--- config.mk ---
export PLATFORM = sky130hd
export DESIGN_NAME = llr_bram_mp_flat
export DESIGN_NICKNAME = d
export VERILOG_FILES = /design/src/rtl/llr_bram_mp_if.sv /design/src/rtl/llr_bram_mp.sv /design/src/flat_wrapper.sv
export SDC_FILE = /design/constraint.sdc
export NUM_CORES = 1
export LEC_CHECK = 0
export CORE_MARGIN = 2
export CORE_UTILIZATION = 60
export CTS_CLUSTER_DIAMETER = 80
export DETAILED_ROUTE_END_ITERATION = 6
export PLACE_DENSITY_LB_ADDON = 0.2
export SLEW_MARGIN = 20
export SYNTH_ARGS = -nofsm -noshare
export SYNTH_HDL_FRONTEND = slang
export SYNTH_SLANG_ARGS = --single-unit
--- constraint.sdc ---
create_clock -name clk -period 4.6 [get_ports clk]
set_clock_uncertainty 0.15 [all_clocks]
set_input_delay 0.92 -clock clk [delete_from_list [all_inputs] [get_ports clk]]
set_output_delay 0.92 -clock clk [all_outputs]
set_load 0.005 [all_outputs]
--- src/rtl/llr_bram_mp_if.sv ---
// Bundle of the LLR memory write port, NR read ports and status flags.
interface llr_bram_mp_if #(
  parameter int ADDR_WIDTH = 4,
  parameter int DATA_WIDTH = 12,
  parameter int LANES      = 2,
  parameter int NR         = 2
);
  logic                       busy;
  logic                       we;
  logic [ADDR_WIDTH-1:0]      wr_addr;
  logic [LANES-1:0]           wr_mask;
  logic [DATA_WIDTH-1:0]      din;
  logic [NR-1:0]              re;
  logic [NR*ADDR_WIDTH-1:0]   rd_addr;
  logic [NR*DATA_WIDTH-1:0]   dout;
  logic [NR-1:0]              dout_valid;

  modport master (
    output we, wr_addr, wr_mask, din, re, rd_addr,
    input  busy, dout, dout_valid
  );

  modport slave (
    input  we, wr_addr, wr_mask, din, re, rd_addr,
    output busy, dout, dout_valid
  );
endinterface

--- src/rtl/llr_bram_mp.sv ---
// Replicated-bank LLR memory: 1 masked write port, NR write-first read ports.
// Read latency 1+OUT_REG; no backpressure, every request is dropped while busy.
module llr_bram_mp #(
  parameter int n            = 5,
  parameter int p            = 1,
  parameter int Q            = 6,
  parameter int NR           = 2,
  parameter int OUT_REG      = 0,
  parameter int CLEAR_ON_RST = 1,
  localparam int LANES       = 2**p,
  localparam int DATA_WIDTH  = LANES*Q,
  localparam int DEPTH       = 2**(n-p)-2+p,
  localparam int ADDR_WIDTH  = $clog2(DEPTH)
) (
  input logic         clk,
  input logic         rst,
  llr_bram_mp_if.slave bus
);

  localparam logic [0:0] ST_IDLE  = 1'b0;
  localparam logic [0:0] ST_CLEAR = 1'b1;
  localparam logic [ADDR_WIDTH:0]   DEPTH_W = (ADDR_WIDTH+1)'(DEPTH);
  localparam logic [ADDR_WIDTH-1:0] LAST    = ADDR_WIDTH'(DEPTH-1);

  logic [0:0]            state;
  logic [ADDR_WIDTH-1:0] clr_addr;
  logic                  idle;
  logic                  wr_ok;
  logic [DATA_WIDTH-1:0] lane_en;

  always_ff @(posedge clk) begin
    if (rst) begin
      state    <= (CLEAR_ON_RST != 0) ? ST_CLEAR : ST_IDLE;
      clr_addr <= '0;
    end else if (state == ST_CLEAR) begin
      clr_addr <= clr_addr + 1'b1;
      if (clr_addr == LAST)
        state <= ST_IDLE;
    end
  end

  assign idle     = (state == ST_IDLE) && !rst;
  assign bus.busy = (state == ST_CLEAR);
  assign wr_ok    = idle && bus.we && ({1'b0, bus.wr_addr} < DEPTH_W);

  always_comb begin
    lane_en = '0;
    for (int k = 0; k < LANES; k++)
      lane_en[k*Q +: Q] = {Q{bus.wr_mask[k]}};
  end

  for (genvar gi = 0; gi < NR; gi++) begin : g_port
    logic [DATA_WIDTH-1:0] mem [DEPTH];
    logic [ADDR_WIDTH-1:0] ra;
    logic                  ra_ok;
    logic                  rd_go;
    logic [DATA_WIDTH-1:0] rdata;
    logic [DATA_WIDTH-1:0] s1_dat;
    logic                  s1_vld;

    assign ra    = bus.rd_addr[gi*ADDR_WIDTH +: ADDR_WIDTH];
    assign ra_ok = ({1'b0, ra} < DEPTH_W);
    assign rd_go = idle && bus.re[gi];

    // Every bank sees the same clear sweep and writes, so all stay identical.
    always_ff @(posedge clk) begin
      if (state == ST_CLEAR) begin
        mem[clr_addr] <= '0;
      end else if (wr_ok) begin
        for (int k = 0; k < LANES; k++)
          if (bus.wr_mask[k])
            mem[bus.wr_addr][k*Q +: Q] <= bus.din[k*Q +: Q];
      end
    end

    // Write-first: merge same-cycle write lanes over the stored word.
    always_comb begin
      rdata = '0;
      if (ra_ok) begin
        rdata = mem[ra];
        if (wr_ok && (ra == bus.wr_addr))
          rdata = (rdata & ~lane_en) | (bus.din & lane_en);
      end
    end

    always_ff @(posedge clk) begin
      if (rst) begin
        s1_dat <= '0;
        s1_vld <= 1'b0;
      end else begin
        s1_dat <= rd_go ? rdata : '0;
        s1_vld <= rd_go;
      end
    end

    if (OUT_REG != 0) begin : g_oreg
      logic [DATA_WIDTH-1:0] s2_dat;
      logic                  s2_vld;
      always_ff @(posedge clk) begin
        if (rst) begin
          s2_dat <= '0;
          s2_vld <= 1'b0;
        end else begin
          s2_dat <= s1_dat;
          s2_vld <= s1_vld;
        end
      end
      assign bus.dout[gi*DATA_WIDTH +: DATA_WIDTH] = s2_dat;
      assign bus.dout_valid[gi]                    = s2_vld;
    end else begin : g_noreg
      assign bus.dout[gi*DATA_WIDTH +: DATA_WIDTH] = s1_dat;
      assign bus.dout_valid[gi]                    = s1_vld;
    end
  end

endmodule

--- src/flat_wrapper.sv ---
// flat-port wrapper written by rule: the top's interface ports become plain ports
module llr_bram_mp_flat 
#(
  parameter int n            = 5,
  parameter int p            = 1,
  parameter int Q            = 6,
  parameter int NR           = 2,
  parameter int OUT_REG      = 0,
  parameter int CLEAR_ON_RST = 1,
  localparam int LANES       = 2**p,
  localparam int DATA_WIDTH  = LANES*Q,
  localparam int DEPTH       = 2**(n-p)-2+p,
  localparam int ADDR_WIDTH  = $clog2(DEPTH)
)
  (clk, rst, bus_we, bus_wr_addr, bus_wr_mask, bus_din, bus_re, bus_rd_addr, bus_busy, bus_dout, bus_dout_valid);
  llr_bram_mp_if #(.ADDR_WIDTH(4), .DATA_WIDTH(12), .LANES(2), .NR(NR)) bus_i ();
  input logic clk;
  input logic rst;
  input wire logic [$bits(bus_i.we)-1:0] bus_we;
  input wire logic [$bits(bus_i.wr_addr)-1:0] bus_wr_addr;
  input wire logic [$bits(bus_i.wr_mask)-1:0] bus_wr_mask;
  input wire logic [$bits(bus_i.din)-1:0] bus_din;
  input wire logic [$bits(bus_i.re)-1:0] bus_re;
  input wire logic [$bits(bus_i.rd_addr)-1:0] bus_rd_addr;
  output wire logic [$bits(bus_i.busy)-1:0] bus_busy;
  output wire logic [$bits(bus_i.dout)-1:0] bus_dout;
  output wire logic [$bits(bus_i.dout_valid)-1:0] bus_dout_valid;
  assign bus_i.we = bus_we;
  assign bus_i.wr_addr = bus_wr_addr;
  assign bus_i.wr_mask = bus_wr_mask;
  assign bus_i.din = bus_din;
  assign bus_i.re = bus_re;
  assign bus_i.rd_addr = bus_rd_addr;
  assign bus_busy = bus_i.busy;
  assign bus_dout = bus_i.dout;
  assign bus_dout_valid = bus_i.dout_valid;
  llr_bram_mp #(.n(n), .p(p), .Q(Q), .NR(NR), .OUT_REG(OUT_REG), .CLEAR_ON_RST(CLEAR_ON_RST)) u_core (.clk(clk), .rst(rst), .bus(bus_i));
endmodule
Word level (Yosys, flattened, before mapping)

Memories as Yosys holds them, arrays and structs flattened.
Index checks and enable logic that the tools add are counted.
Widths: inputs -> output; s select.

Bits in registers: 31
Bits in writable memories: 360
Input bits: 31
Output and inout bits: 27
Word-level logic and storage cells: 58
Memories kept: 2

Memories:

| memory               | depth | bits a word | read ports | clocked after Yosys merged registers in | write ports | RTL line          | source |
|---|---|---|---|---|---|---|---|
| u_core.g_port[0].mem | 15    | 12          | 1          | 0                                       | 1           | llr_bram_mp.sv:53 | `logic [DATA_WIDTH-1:0] mem [DEPTH];` |
| u_core.g_port[1].mem | 15    | 12          | 1          | 0                                       | 1           | llr_bram_mp.sv:53 |  |

$add $sub $neg: 1
Magnitude comparators: 3
Equality and inequality tests: 3
Muxes and demuxes: 20
Bitwise logic cells: 11
Reductions and logical operators: 12

Operator list:

| cell                | number |
|---|---|
| $mux 12             | 4 |
| $and 12x12->12      | 3 |
| $or 12x12->12       | 2 |
| $reduce_or 12->1    | 2 |
| $lt 4x4->1 const B  | 3 |
| $mux 1              | 12 |
| $not 12->12         | 1 |
| $eq 4x4->1          | 2 |
| $mux 4              | 2 |
| $logic_and 1x1->1   | 7 |
| $reduce_or 3->1     | 2 |
| $not 1->1           | 5 |
| $add 4x1->4 const B | 1 |
| $eq 4x4->1 const B  | 1 |
| $mux 2              | 2 |
| $logic_not 1->1     | 1 |

Longest topological paths before layout

Depth after elaboration: 9
Gate-level depth with buffers: 8
Depth with buffers taken out: 4

Worst setup path after synthesis

OpenSTA, ideal clock, no wires.

Kind: input to register
From: in rst
To: mem u_core.g_port[1].mem[0][0] (enable)
Arrival: 3.102 ns
Required time: 4.064 ns
Slack: 0.963 ns
Stages: 6
Cell sequence: buf_6 -> or3b_4 -> nor3_4 -> mux2_2 -> buf_2 -> nor4_1

Longest elaborated chain between the ends: 9
Elaborated cells on any way between the ends: 13

Ends and longest elaborated chain:

| element                                           | RTL line           | source |
|---|---|---|
| start, declared                                   | flat_wrapper.sv:18 | `input logic rst;` |
| $logic_not 1->1 (*)                               | llr_bram_mp.sv:42  | `assign idle = (state == ST_IDLE) && !rst;` |
| $logic_and 1x1->1 (*)                             | llr_bram_mp.sv:42  |  |
| $logic_and 1x1->1 (*) (2 in a row)                | llr_bram_mp.sv:44  | `assign wr_ok = idle && bus.we && ({1'b0, bus.wr_addr} < DEPTH_W);` |
| $mux 1                                            | llr_bram_mp.sv:69  | `end else if (wr_ok) begin` |
| $mux 1                                            | llr_bram_mp.sv:67  | `if (state == ST_CLEAR) begin` |
| $mux 1 (not written as such)                      | llr_bram_mp.sv:72  | `mem[bus.wr_addr][k*Q +: Q] <= bus.din[k*Q +: Q];` |
| $reduce_or 12->1 (no line)                        | n/a                |  |
| $mux 4 (no line) / $mux 2 (equally long branches) | n/a                |  |
| end, declared                                     | llr_bram_mp.sv:53  |  |

Mark *: on every way between the ends. The rest lies on a longest branch, timed or not.

Worst setup path in the final report

From: in rst
To: mem u_core.g_port[1].mem[4][1] (enable)

Same word-level chain as after synthesis.

==> results.yml <==
layout:
  synthToLayoutAreaGrowth_pct: 16.2
  layout_common_cells: "edfxtp_1 (180), mux4_2 (72), clkdlybuf4s50_1 (52), buf_4 (47), nand2_1 (34)"
  antenna_cells: 0
  multi_input_area_mm2: 0.00376
  drive_gt1_share_pct: 24.6
  register_area_mm2: 0.00603
  nets: 753
  layout_commonest_cell: "edfxtp_1"
  fill_cells: 1047
pwr:
  p_switching_mw: 0.927
  share_seq_of_total_power_pct: 49.9
  p_leak_nw: 4.06
  ir_drop_v: 0.000257
  switching_share_pct: 21.9
  p_int_mw: 3.31
  power.share.combinational_pct: 8.2
  finalPower_mw: 4.24
  p_per_area_mw_per_mm2: 363
  clock_power_share_pct: 41.9
critical_path:
  start_kind: "input port"
  rr_endpoint: "u_core.g_port[1].mem[4][1]"
  crit_buf_inv: 2
  slowest_delay_ns: 0.61
  crit_chain: "clkdlybuf4s50_1 > or3b_4 > o31ai_1 > o211ai_1 > nor4_1 > buf_4"
  crit_type: "input port to flop"
  r2r_start: "u_core.bus.busy"
  r2r_setup_slack_ns: 1.43
  cp_data_required_time_ns: 4.66
  worst_r2r_path_depth: 5
  crit_family: "compound AO/OA/AOI/OAI gates"
  end_kind: "flop"
  cp_max_fo: 9
  cp.arrival_ns: 3.72
  cp_slowest_cell: "o211ai_1"
yosys:
  ys_seq_elements: 211
  synth_fp_nets: 679
  synth_area_mm2: 0.0101
  yosysSeqAreaShare_pct: 59.9
  synthCells: 646
  ys_types: 45
  syn_avg_cell_area_um2: 15.6
  synth_warnings: 0
floorplanning:
  die_h_um: 133
  die_w_um: 133
  die_area_mm2: 0.0178
  initial_utilization_pct: 61.1
  core_mm2: 0.0165
  rows: 47
  io_pins: 58
place:
  io_buffers: 57
  gp_congestion: 0.892
  dp_hpwl_mm: 18.6
  dp_worst_setup_slack_ns: 0.465
drt:
  drc_errors: 0
  dr.pass1.iters: 6
  via_per_inst: 7.10
  via_count: 6776
  wirelength_mm: 27.1
  routedWlPerCell_um: 28.4
  ant_nets: 0
  drt_first_iter_violations: 996
timing:
  finalHoldViolations: 0
  rsz0062_at_grt: "false"
  fmax_ghz: 0.274
  timing.slew.headroom_pct: 17.6
  period_share_pct: 79.4
  drv_slew: 0
  worst_slack_ns: 0.946
  worstMarginPinSlew_ns: 1.23
  setup_tns_ns: 0
  period_needed_ns: 3.65
  finalSetupViolCount: 0
clocking:
  cts_tree: "yes"
  numCtsBuffers: 21
  postCtsHoldBufs: 0
  clock-sinks: 211
  clock_latency_ns: 0.51
  cts_resized: 0
  cts_root_buf: "clkbuf_16"
  cts_setup_buffers: 0
  clkTransAtPathRegs_ns: 0.06
  ctsHtreeMaxLevel: 1
  clockBufferDepth: 3
flow_run:
  maxCapViolCount: 0
global_routing:
  antenna_found_initial: 0
  grt_use_total_pct: 31.2
  grt_max_degree: 51
  grt_overflow: 0
  grt_pass1_wl_mm: 40.8
  first_global_vias: 6590
hold_path:
  hold_path_end: "u_core.clr_addr[0]"
  min_from: "u_core.clr_addr[0]"
  hold_path_depth: 2
  worstHoldPathType: "flop to flop"
status:
  status: "finished, final reports clean"
## power by group through the flow
stage	Combinational [mW]	Clock (mW)	Sequential, mW
floorplan	0.226	0	2.14
global placement	0.326	0	2.15
detailed placement	0.336	0	2.15
CTS	0.338	1.79	2.11
global route	0.365	1.86	2.12
finish	0.346	1.78	2.12
## state kept, by name (all words and copies together), names as in the netlist
name                  count
u_core.g_port.s1_dat     24
u_core.clr_addr           4
u_core.g_port.mem       180
u_core.bus.busy           1
u_core.g_port.s1_vld      2
## metrics by stage
stage	area (um^2)	cells	hold slack, ns	util (%)
after floorplan	10100	646	0.358	-
after global placement	11000	917	0.405	66.6
after detailed placement	11000	917	0.404	66.6
after CTS	11700	955	0.425	71.0
after global routing	11700	955	0.458	71.0
final	11700	955	0.429	71.0
## area by class of cell
type	instances	area share, %
repair buffers	103	7.65
well taps	220	2.36
multi-input cells	379	32.2
clock inverters	15	1.54
inverters	4	0.128
clock buffers	23	4.56
flip-flops and latches	211	51.6
## worst reg2reg max path, stage by stage (launching register included)
cell and delay (ns):
dfxtp_1 0.47, or3b_4 0.49, o31ai_1 0.47, o211ai_1 0.61
nor4_1 0.44, buf_4 0.23
## metal layers
metal	vias to the layer above	wire, um	GRT usage [%]
met5	-	0	0
met4	0	999	11.3
met3	94	3530	8.33
met2	564	12600	48.8
met1	3298	9950	42.9
li1	2820	-	-
## how the worst max path moves through the flow
stage	depth (start not counted)	to	from	slack, ns
after floorplan	6	u_core.g_port[1].mem[0][0]	rst	0.96
after global placement	7	u_core.g_port[1].mem[2][10]	rst	0.54
after detailed placement	7	u_core.g_port[1].mem[2][11]	rst	0.46
after CTS	7	u_core.g_port[1].mem[2][9]	rst	0.99
after global routing	6	u_core.g_port[1].mem[4][1]	rst	0.86
final	6	u_core.g_port[1].mem[4][1]	rst	0.95
## kinds of logic (layout without fill, tap and decap cells)
family	count (synthesis)	in the layout	synth area share [%]
XOR/XNOR	11	11	0.958
flip-flops	211	211	59.9
AND/OR/NAND/NOR	160	160	9.22
multiplexers	106	106	19.7
adder cells (fa/ha/maj)	2	2	0.249
AO/OA/AOI/OAI	100	100	7.24
buffers and inverters	56	145	2.69
## synthesized netlist by cell type, drive strengths merged
cell | instances | area share (%)
a211oi | 13 | 0.97
a21o | 1 | 0.087
a21oi | 2 | 0.10
a222oi | 2 | 0.20
a22oi | 8 | 0.60
a31oi | 16 | 1.0
a41o | 2 | 0.20
a41oi | 1 | 0.087
and2 | 12 | 0.77
and3 | 22 | 1.4
and4 | 5 | 0.44
buf | 26 | 1.6
clkbuf | 26 | 0.97
clkinv | 1 | 0.037
dfxtp | 31 | 6.2
edfxtp | 180 | 54
ha | 2 | 0.25
inv | 3 | 0.11
mux2 | 19 | 2.1
mux2i | 15 | 1.5
mux4 | 72 | 16
nand2 | 34 | 1.3
nand2b | 24 | 1.5
nand3 | 5 | 0.25
nand4 | 4 | 0.25
nor2 | 7 | 0.26
nor2b | 12 | 0.75
nor3 | 1 | 0.16
nor3b | 2 | 0.15
nor4 | 30 | 1.9
o2111ai | 1 | 0.087
o211ai | 16 | 1.2
o21ai | 12 | 0.60
o2bb2ai | 2 | 0.17
o31a | 1 | 0.087
o31ai | 11 | 0.82
o32ai | 12 | 1.0
or3b | 2 | 0.20
xnor2 | 9 | 0.78
xor2 | 2 | 0.17
No activity file was read; power rests on OpenSTA's default activity.
